`src/rtl/global_defs.sv`:
```
// Project-wide sizing constants shared by the matrix datapath blocks.
package global_defs;
    localparam int MATRIX_REG_BITS = 3;
endpackage

```
`src/rtl/mpu_pkg.sv`:
```
// Shared types and default sizes for the MPU request arbiters.
package mpu_pkg;
    localparam int STORE_ARB_NREQ    = 4;
    localparam int STORE_ARB_TIMEOUT = 1024;

    typedef enum logic [2:0] {
        ARB_IDLE,
        ARB_START,
        ARB_BUSY,
        ARB_DONE,
        ARB_ERR
    } arb_state_t;
endpackage

```
`src/rtl/mpu_store_arbiter_rr_pick.sv`:
```
// Combinational round-robin picker: first set request at or after ptr_i, with wrap.
module rr_pick #(
    parameter  int NREQ = 4,
    localparam int PW   = (NREQ > 1) ? $clog2(NREQ) : 1
) (
    input  logic [NREQ-1:0] req_i,
    input  logic [PW-1:0]   ptr_i,
    output logic            found_o,
    output logic [PW-1:0]   idx_o
);
    localparam int CW = PW + 1;

    logic [CW-1:0] cand;

    always_comb begin
        found_o = 1'b0;
        idx_o   = '0;
        cand    = '0;
        for (int k = 0; k < NREQ; k++) begin
            cand = {1'b0, ptr_i} + CW'(k);
            if (cand >= CW'(NREQ)) begin
                cand = cand - CW'(NREQ);
            end
            if (!found_o && req_i[cand[PW-1:0]]) begin
                found_o = 1'b1;
                idx_o   = cand[PW-1:0];
            end
        end
    end
endmodule

```
`src/rtl/mpu_store_arbiter.sv`:
```
// Shares the matrix store engine among NREQ requesters; holds store enable until streaming ends.
// States: IDLE arbitrate | START wait engine | BUSY streaming | DONE done pulse | ERR timeout pulse
module mpu_store_arbiter
    import mpu_pkg::*;
    import global_defs::*;
#(
    parameter int NREQ    = STORE_ARB_NREQ,
    parameter int TIMEOUT = STORE_ARB_TIMEOUT,
    parameter int TBITS   = $clog2(TIMEOUT + 1)
) (
    input  logic                                 clk,
    input  logic                                 rst,
    input  logic [NREQ-1:0]                      req_in,
    input  logic [NREQ-1:0][MATRIX_REG_BITS:0]   req_addr_in,
    output logic [NREQ-1:0]                      grant_out,
    output logic [NREQ-1:0]                      done_out,
    output logic [NREQ-1:0]                      error_out,
    output logic                                 busy_out,
    output logic                                 store_en_out,
    output logic [MATRIX_REG_BITS:0]             store_addr_out,
    input  logic                                 eng_active_in
);
    localparam int PW = (NREQ > 1) ? $clog2(NREQ) : 1;
    localparam int AW = MATRIX_REG_BITS + 1;
    localparam logic [TBITS-1:0] TLAST = TBITS'(TIMEOUT - 1);

    arb_state_t        state_q, state_d;
    logic [PW-1:0]     owner_q, owner_d;
    logic [PW-1:0]     rr_ptr_q, rr_ptr_d;
    logic [TBITS-1:0]  timer_q, timer_d;
    logic [NREQ-1:0]   grant_q, grant_d;
    logic [NREQ-1:0]   done_q, done_d;
    logic [NREQ-1:0]   err_q, err_d;
    logic              busy_q, busy_d;
    logic              en_q, en_d;
    logic [AW-1:0]     addr_q, addr_d;

    logic              pick_found;
    logic [PW-1:0]     pick_idx;
    logic [NREQ-1:0]   pick_oh;
    logic [NREQ-1:0]   owner_oh;

    rr_pick #(.NREQ(NREQ)) u_pick (
        .req_i   (req_in),
        .ptr_i   (rr_ptr_q),
        .found_o (pick_found),
        .idx_o   (pick_idx)
    );

    always_comb begin
        pick_oh            = '0;
        pick_oh[pick_idx]  = 1'b1;
        owner_oh           = '0;
        owner_oh[owner_q]  = 1'b1;
    end

    always_comb begin
        state_d  = state_q;
        owner_d  = owner_q;
        rr_ptr_d = rr_ptr_q;
        timer_d  = timer_q;
        grant_d  = grant_q;
        done_d   = '0;
        err_d    = '0;
        en_d     = en_q;
        addr_d   = addr_q;

        case (state_q)
            ARB_IDLE: begin
                grant_d = '0;
                en_d    = 1'b0;
                if (pick_found) begin
                    state_d = ARB_START;
                    owner_d = pick_idx;
                    grant_d = pick_oh;
                    en_d    = 1'b1;
                    addr_d  = req_addr_in[pick_idx];
                    timer_d = '0;
                end
            end
            ARB_START: begin
                timer_d = timer_q + TBITS'(1);
                if (timer_q == TLAST) begin
                    state_d = ARB_ERR;
                    en_d    = 1'b0;
                    err_d   = owner_oh;
                end else if (eng_active_in) begin
                    state_d = ARB_BUSY;
                end
            end
            ARB_BUSY: begin
                timer_d = timer_q + TBITS'(1);
                // Completion takes priority over a coincident timeout.
                if (!eng_active_in) begin
                    state_d = ARB_DONE;
                    en_d    = 1'b0;
                    done_d  = owner_oh;
                end else if (timer_q == TLAST) begin
                    state_d = ARB_ERR;
                    en_d    = 1'b0;
                    err_d   = owner_oh;
                end
            end
            ARB_DONE, ARB_ERR: begin
                state_d  = ARB_IDLE;
                grant_d  = '0;
                rr_ptr_d = (owner_q == PW'(NREQ - 1)) ? '0 : owner_q + PW'(1);
            end
            default: begin
                state_d = ARB_IDLE;
                grant_d = '0;
                en_d    = 1'b0;
            end
        endcase

        busy_d = (state_d != ARB_IDLE);
    end

    always_ff @(posedge clk or posedge rst) begin
        if (rst) begin
            state_q  <= ARB_IDLE;
            owner_q  <= '0;
            rr_ptr_q <= '0;
            timer_q  <= '0;
            grant_q  <= '0;
            done_q   <= '0;
            err_q    <= '0;
            busy_q   <= 1'b0;
            en_q     <= 1'b0;
            addr_q   <= '0;
        end else begin
            state_q  <= state_d;
            owner_q  <= owner_d;
            rr_ptr_q <= rr_ptr_d;
            timer_q  <= timer_d;
            grant_q  <= grant_d;
            done_q   <= done_d;
            err_q    <= err_d;
            busy_q   <= busy_d;
            en_q     <= en_d;
            addr_q   <= addr_d;
        end
    end

    assign grant_out      = grant_q;
    assign done_out       = done_q;
    assign error_out      = err_q;
    assign busy_out       = busy_q;
    assign store_en_out   = en_q;
    assign store_addr_out = addr_q;
endmodule

```
`config.mk`:
```
export PLATFORM = sky130hd
export DESIGN_NAME = mpu_store_arbiter
export DESIGN_NICKNAME = d
export VERILOG_FILES = /design/src/rtl/global_defs.sv /design/src/rtl/mpu_pkg.sv /design/src/rtl/mpu_store_arbiter_rr_pick.sv /design/src/rtl/mpu_store_arbiter.sv
export SDC_FILE = /design/constraint.sdc
export NUM_CORES = 1
export LEC_CHECK = 0
export CAP_MARGIN = 20
export CORE_ASPECT_RATIO = 0.7
export CORE_MARGIN = 3
export CORE_UTILIZATION = 53
export DETAILED_ROUTE_END_ITERATION = 7
export PLACE_DENSITY = 0.85
export SYNTH_ARGS = -nofsm -noshare
export SYNTH_HDL_FRONTEND = slang
export SYNTH_SLANG_ARGS = --single-unit
```
`constraint.sdc`:
```
create_clock -name clk -period 3.5 [get_ports clk]
set_input_delay 0.525 -clock clk [delete_from_list [all_inputs] [get_ports clk]]
set_output_delay 0.525 -clock clk [all_outputs]
set_load 0.01 [all_outputs]
```
[After elaboration in Yosys (flattened, before gate mapping)]
Index checks and enable logic that the tools add are counted.
Cells by class
  add/subtract/negate cells: 9
  order comparisons: 12
  reductions and logical operators: 15
  mux-type cells: 46
  equal/unequal tests: 7
Operators by type and width (count)
  $mux W4: 6
  $pmux W11 S2: 1
  $lt A2 B3 Y1 const B: 6
  $mux W2: 9
  $pmux W4 S2: 2
  $mux W3: 5
  $mux W1: 13
  $add A11 B1 Y11 const B: 1
  $eq A11 B10 Y1 const B: 1
  $mux W11: 1
  $ge A3 B3 Y1 const B: 3
  $pmux W3 S3: 1
  $bmux W1 S2: 4
  $bmux W4 S2: 1
  $sub A2 B1 Y2 const B: 4
  $add A2 B2 Y3 const B: 2
  $eq A3 B2 Y1 const B: 2
  $logic_and A1 B1 Y1: 5
  $demux W1 S2: 2
  $ge A2 B1 Y1 const B: 2
  $pmux W1 S4: 1
  $reduce_and A2 Y1: 2
  $reduce_or A2 Y1: 2
  $add A2 B1 Y3 const B: 1
  other kinds (10): 12
Storage, ports and cells
  output and inout bits: 18
  flip-flop bits (word level): 36
  word-level logic and storage cells: 99

[Depth between registers and ports, before layout]
  depth after elaboration: 20
  depth in mapped cells: 6

[Hierarchy]
A second synthesis with hierarchy kept.
Unflattened totals
  cells, all modules: 176
  area, all modules: 1836.8 µm²
Modules (own cells, without submodules)
  mpu_store_arbiter: instances 1, cells each 161, area each 1759.2 µm²
  rr_pick: instances 1, cells each 15, area each 77.6 µm²

[Worst setup path after synthesis]
No wires, ideal clock.
  path type: input to register
  from: input req_in[0]
  to: register addr_q[1], in the netlist store_addr_out[1]
  data required time: 3.362 ns
  arrival time: 1.640 ns
  library setup time: 0.138 ns
  path slack: 1.722 ns
  cell stages on the path: 6
  cell sequence: nor2b_1 a211o_1 a21oi_2 buf_6 mux2i_1 o221ai_1
On the way
  longest elaborated chain between the ends: 14
RTL lines
  start, declared: line mpu_store_arbiter.sv:13  | input logic [NREQ-1:0] req_in,
  $bmux W1 S2: line mpu_store_arbiter_rr_pick.sv:24  | if (!found_o && req_i[cand[PW-1:0]]) begin
  $mux W1 (not written as such): line mpu_store_arbiter_rr_pick.sv:24
  $mux W1: line mpu_store_arbiter_rr_pick.sv:24
  $logic_not A1 Y1: line mpu_store_arbiter_rr_pick.sv:24
  $logic_and A1 B1 Y1: line mpu_store_arbiter_rr_pick.sv:24
  $mux W1: line mpu_store_arbiter_rr_pick.sv:24
  $logic_not A1 Y1: line mpu_store_arbiter_rr_pick.sv:24
  $logic_and A1 B1 Y1: line mpu_store_arbiter_rr_pick.sv:24
  $mux W1: line mpu_store_arbiter_rr_pick.sv:24
  $logic_not A1 Y1: line mpu_store_arbiter_rr_pick.sv:24
  $logic_and A1 B1 Y1: line mpu_store_arbiter_rr_pick.sv:24
  $mux W2: line mpu_store_arbiter_rr_pick.sv:24
  $bmux W4 S2: line mpu_store_arbiter.sv:77  | addr_d = req_addr_in[pick_idx];
  $mux W4 (not written as such): line mpu_store_arbiter.sv:77
  end signal, assigned: line mpu_store_arbiter.sv:141  | addr_q <= addr_d;
  end, declared: line mpu_store_arbiter.sv:36  | logic [AW-1:0] addr_q, addr_d;
Several ways; a longest one is shown, not always the timed one. The select of a mux whose other input is x is not followed.
A chain may end at the register's enable or synchronous reset.

[Worst setup path after layout]
  from: input req_in[0]
  to: register addr_q[0], in the netlist store_addr_out[0]
The elaborated chain is that of the path after synthesis.

==> results.md <==
* Minimum clock period at 2.37 ns
* Ports at 41
* Max-Cap Viols at 0
* Placed cells at 251
* Gpl congestion at 0.830
* Fin. Hold Viols at 0
* # nets final at 239
* DRC viols at 0
* Post-CTS Hold Buffers at 0
* First-pass GRT wire length at 6330 µm
* Routed Antenna Nets at 0
* Arrival time worst endpoint at 2.51 ns
* Reg-to-reg setup timing slack at 1.52 ns
* Layout cells sized above 1 at 0.0896
* Fin cells at 259
* Mapped Cells at 168
* Htree depth at 2
* Initial antenna violation count at 0
* Clock Tree Root: clkbuf_8
* # rows at 17
* Slew @ Worst Pin at 0.794 ns
* CP Class: input port to flip-flop
* Lkg Pwr at 0.00103 µW
* Post-synthesis net count at 196
* Critical path endpoint category: flip-flop
* Setup-failing EPs final at 0
* Antenna cells at 0
* Final WL at 3790 µm
* Asr flop ratio synth at 1.00
* Required time of the critical path at 3.64 ns
* Area growth, synth to finish at 29.3%
* Routed WL per cell at 14.6 µm
* Synth Cell Area at 1810 µm²
* F_max at 422 MHz
* Seq/Total Area, Yosys at 0.498
* Hold WS at 0.493 ns
* Worst hold start: store_en_out$_DFFE_PP0N_
* Slew headroom at 0.471
* Area contributors post-synth: dfrtp_1 (50%), mux2i_1 (4.4%), nand2_1 (3.9%)
* Clock sinks at 36
* Worst VDD drop at 0.478 mV
* Largest net degree at the start of global routing at 37
* PortBufs at 40
* Initial DRC count at 62
* Resized cells post-CTS at 0
* Synth top area share at 0.498
* Mean Syn Cell Area at 10.8 µm²
* Die Area at 4160 µm²
* R2R Path Start: rr_ptr_q[0]$_DFFE_PP0P_
* Hold Crit Class: flip-flop to flip-flop
* Post-DP HPWL at 2830 µm
* CP startpoint kind: input port
* Ys flop type: dfrtp_1
* Area leader, netlist: dfrtp_1
* Setup TNS at 0 ns
* Setup ws final at 1.13 ns
* Setup WS pre-CTS at 0.846 ns
* TritonCTS Buffers at 5
* Crit path to: store_addr_out[0]$_DFFE_PP0P_
* Reg clk slew, reported paths at 0.07 ns
* Vias in the first global route at 1423
* Final Max Tran Viols at 0
* Worst-skew pair later-pin latency at 0.28 ns
* Worst Path Max Fanout at 13
* RSZ-0062 raised after global routing: no
* Worst Hold Path Cells at 1
* CTS tree: built
* Post-synth EDFFs at 0
* Core area at 3210 µm²
* Reg-to-Reg End: store_addr_out[0]$_DFFE_PP0P_
* R2R cell count at 5
* Status: finished clean
* Ys Warns at 0
* FF+latch count, synth at 36
* Setup bufs post-CTS at 0
* Via density at 5.47
* Final period util at 0.676
* GR Overflow Total at 0
* Vias at 1418
* Post-synth cell types at 43
* Die Width at 75.8 µm
* CTS max path bufs at 2
* Drt first pass iters at 4
* Power density over the cells at 670 nW/µm²
* GR Util All Layers at 0.206
* Starting density of the core at 0.563
* Worst Setup SP: req_in[0]
* Die Span Y at 54.9 µm
* Worst Skew at 0.00580 ns
[worst min-delay path by stage]
stage,end,slack (ns)
3_3_place_gp,store_en_out$_DFFE_PP0N_,0.46
3_5_place_dp,store_en_out$_DFFE_PP0N_,0.48
4_1_cts,store_en_out$_DFFE_PP0N_,0.49
5_1_grt,store_en_out$_DFFE_PP0N_,0.53
6_report,store_en_out$_DFFE_PP0N_,0.49
2_1_floorplan,state_q[2]$_DFF_PP0_,0.48
[metal layers]
metal,share of wire,global-route usage
met5,0,0
met3,0.059,0.0550
met2,0.48,0.334
met1,0.44,0.262
met4,0.014,0.0872
[logic make-up after synthesis]
family | share of synthesized area
buffers and inverters | 0.0339
adders and majority gates | 0.0346
xor gates and xnor gates | 0.0436
AOI/OAI and AO/OA | 0.136
muxes | 0.0505
and+or+nand+nor | 0.203
DFF | 0.498
[sequential cells by signal, indices dropped and copies added, names as in the netlist]
| signal | count |
|---|---|
| done_out | 4 |
| error_out | 4 |
| grant_out | 4 |
| owner_q | 2 |
| store_en_out | 1 |
| timer_q | 11 |
| rr_ptr_q | 2 |
| store_addr_out | 4 |
| state_q | 3 |
| busy_out | 1 |
[power breakdown]
part	switching (µW)	internal (µW)
Clock	136	160
Combinational	343	305
Sequential	99.6	521
[worst max-delay path, stage by stage]
cell	delay [ns]
clkdlybuf4s50_1	0.46
nor2b_1	0.17
a211o_1	0.28
a21oi_2	0.62
mux2i_1	0.30
o221ai_1	0.15
[cell type report]
class                   instances  area (µm²)
clock buffers                   8        90.1
inverters                       7        26.3
well taps                      47        58.8
multi-input cells             119         847
flip-flops and latches         36         901
fillers                       227         873
repair buffers                 42         415
[synthesized netlist by cell type, types with 3 or more instances]
master / count
a21o_1: 3
a21oi_1: 4
and2_1: 8
dfrtp_1: 36
ha_1: 5
inv_1: 7
mux2i_1: 8
nand2_1: 19
nand3_1: 4
nor2_1: 13
nor3_1: 4
o21ai_0: 4
o221ai_1: 5
o31ai_1: 4
xnor2_1: 7
[metrics by stage]
stage / area (µm²) / total power [µW] / utilization
6_report: 2340 / 1570 / 0.728
2_1_floorplan: 1810 / 1040 / -
3_3_place_gp: 2250 / 1240 / 0.700
3_5_place_dp: 2250 / 1270 / 0.700
5_1_grt: 2340 / 1680 / 0.728
4_1_cts: 2340 / 1570 / 0.728
[cell usage in the layout (no fill, tap or decap), types with 4 or more instances in the layout]
cell type        synthesis  layout
clkdlybuf4s50_1          0      40
dfrtp_1                 36      36
nand2_1                 19      19
nor2_1                  13      13
and2_1                   8       8
mux2i_1                  8       8
xnor2_1                  7       7
inv_1                    7       7
clkbuf_8                 0       6
o221ai_1                 5       5
ha_1                     5       5
nor3_1                   4       4
a21oi_1                  4       4
o21ai_0                  4       4
nand3_1                  4       4
o31ai_1                  4       4
(Power assumes the default switching activity.)
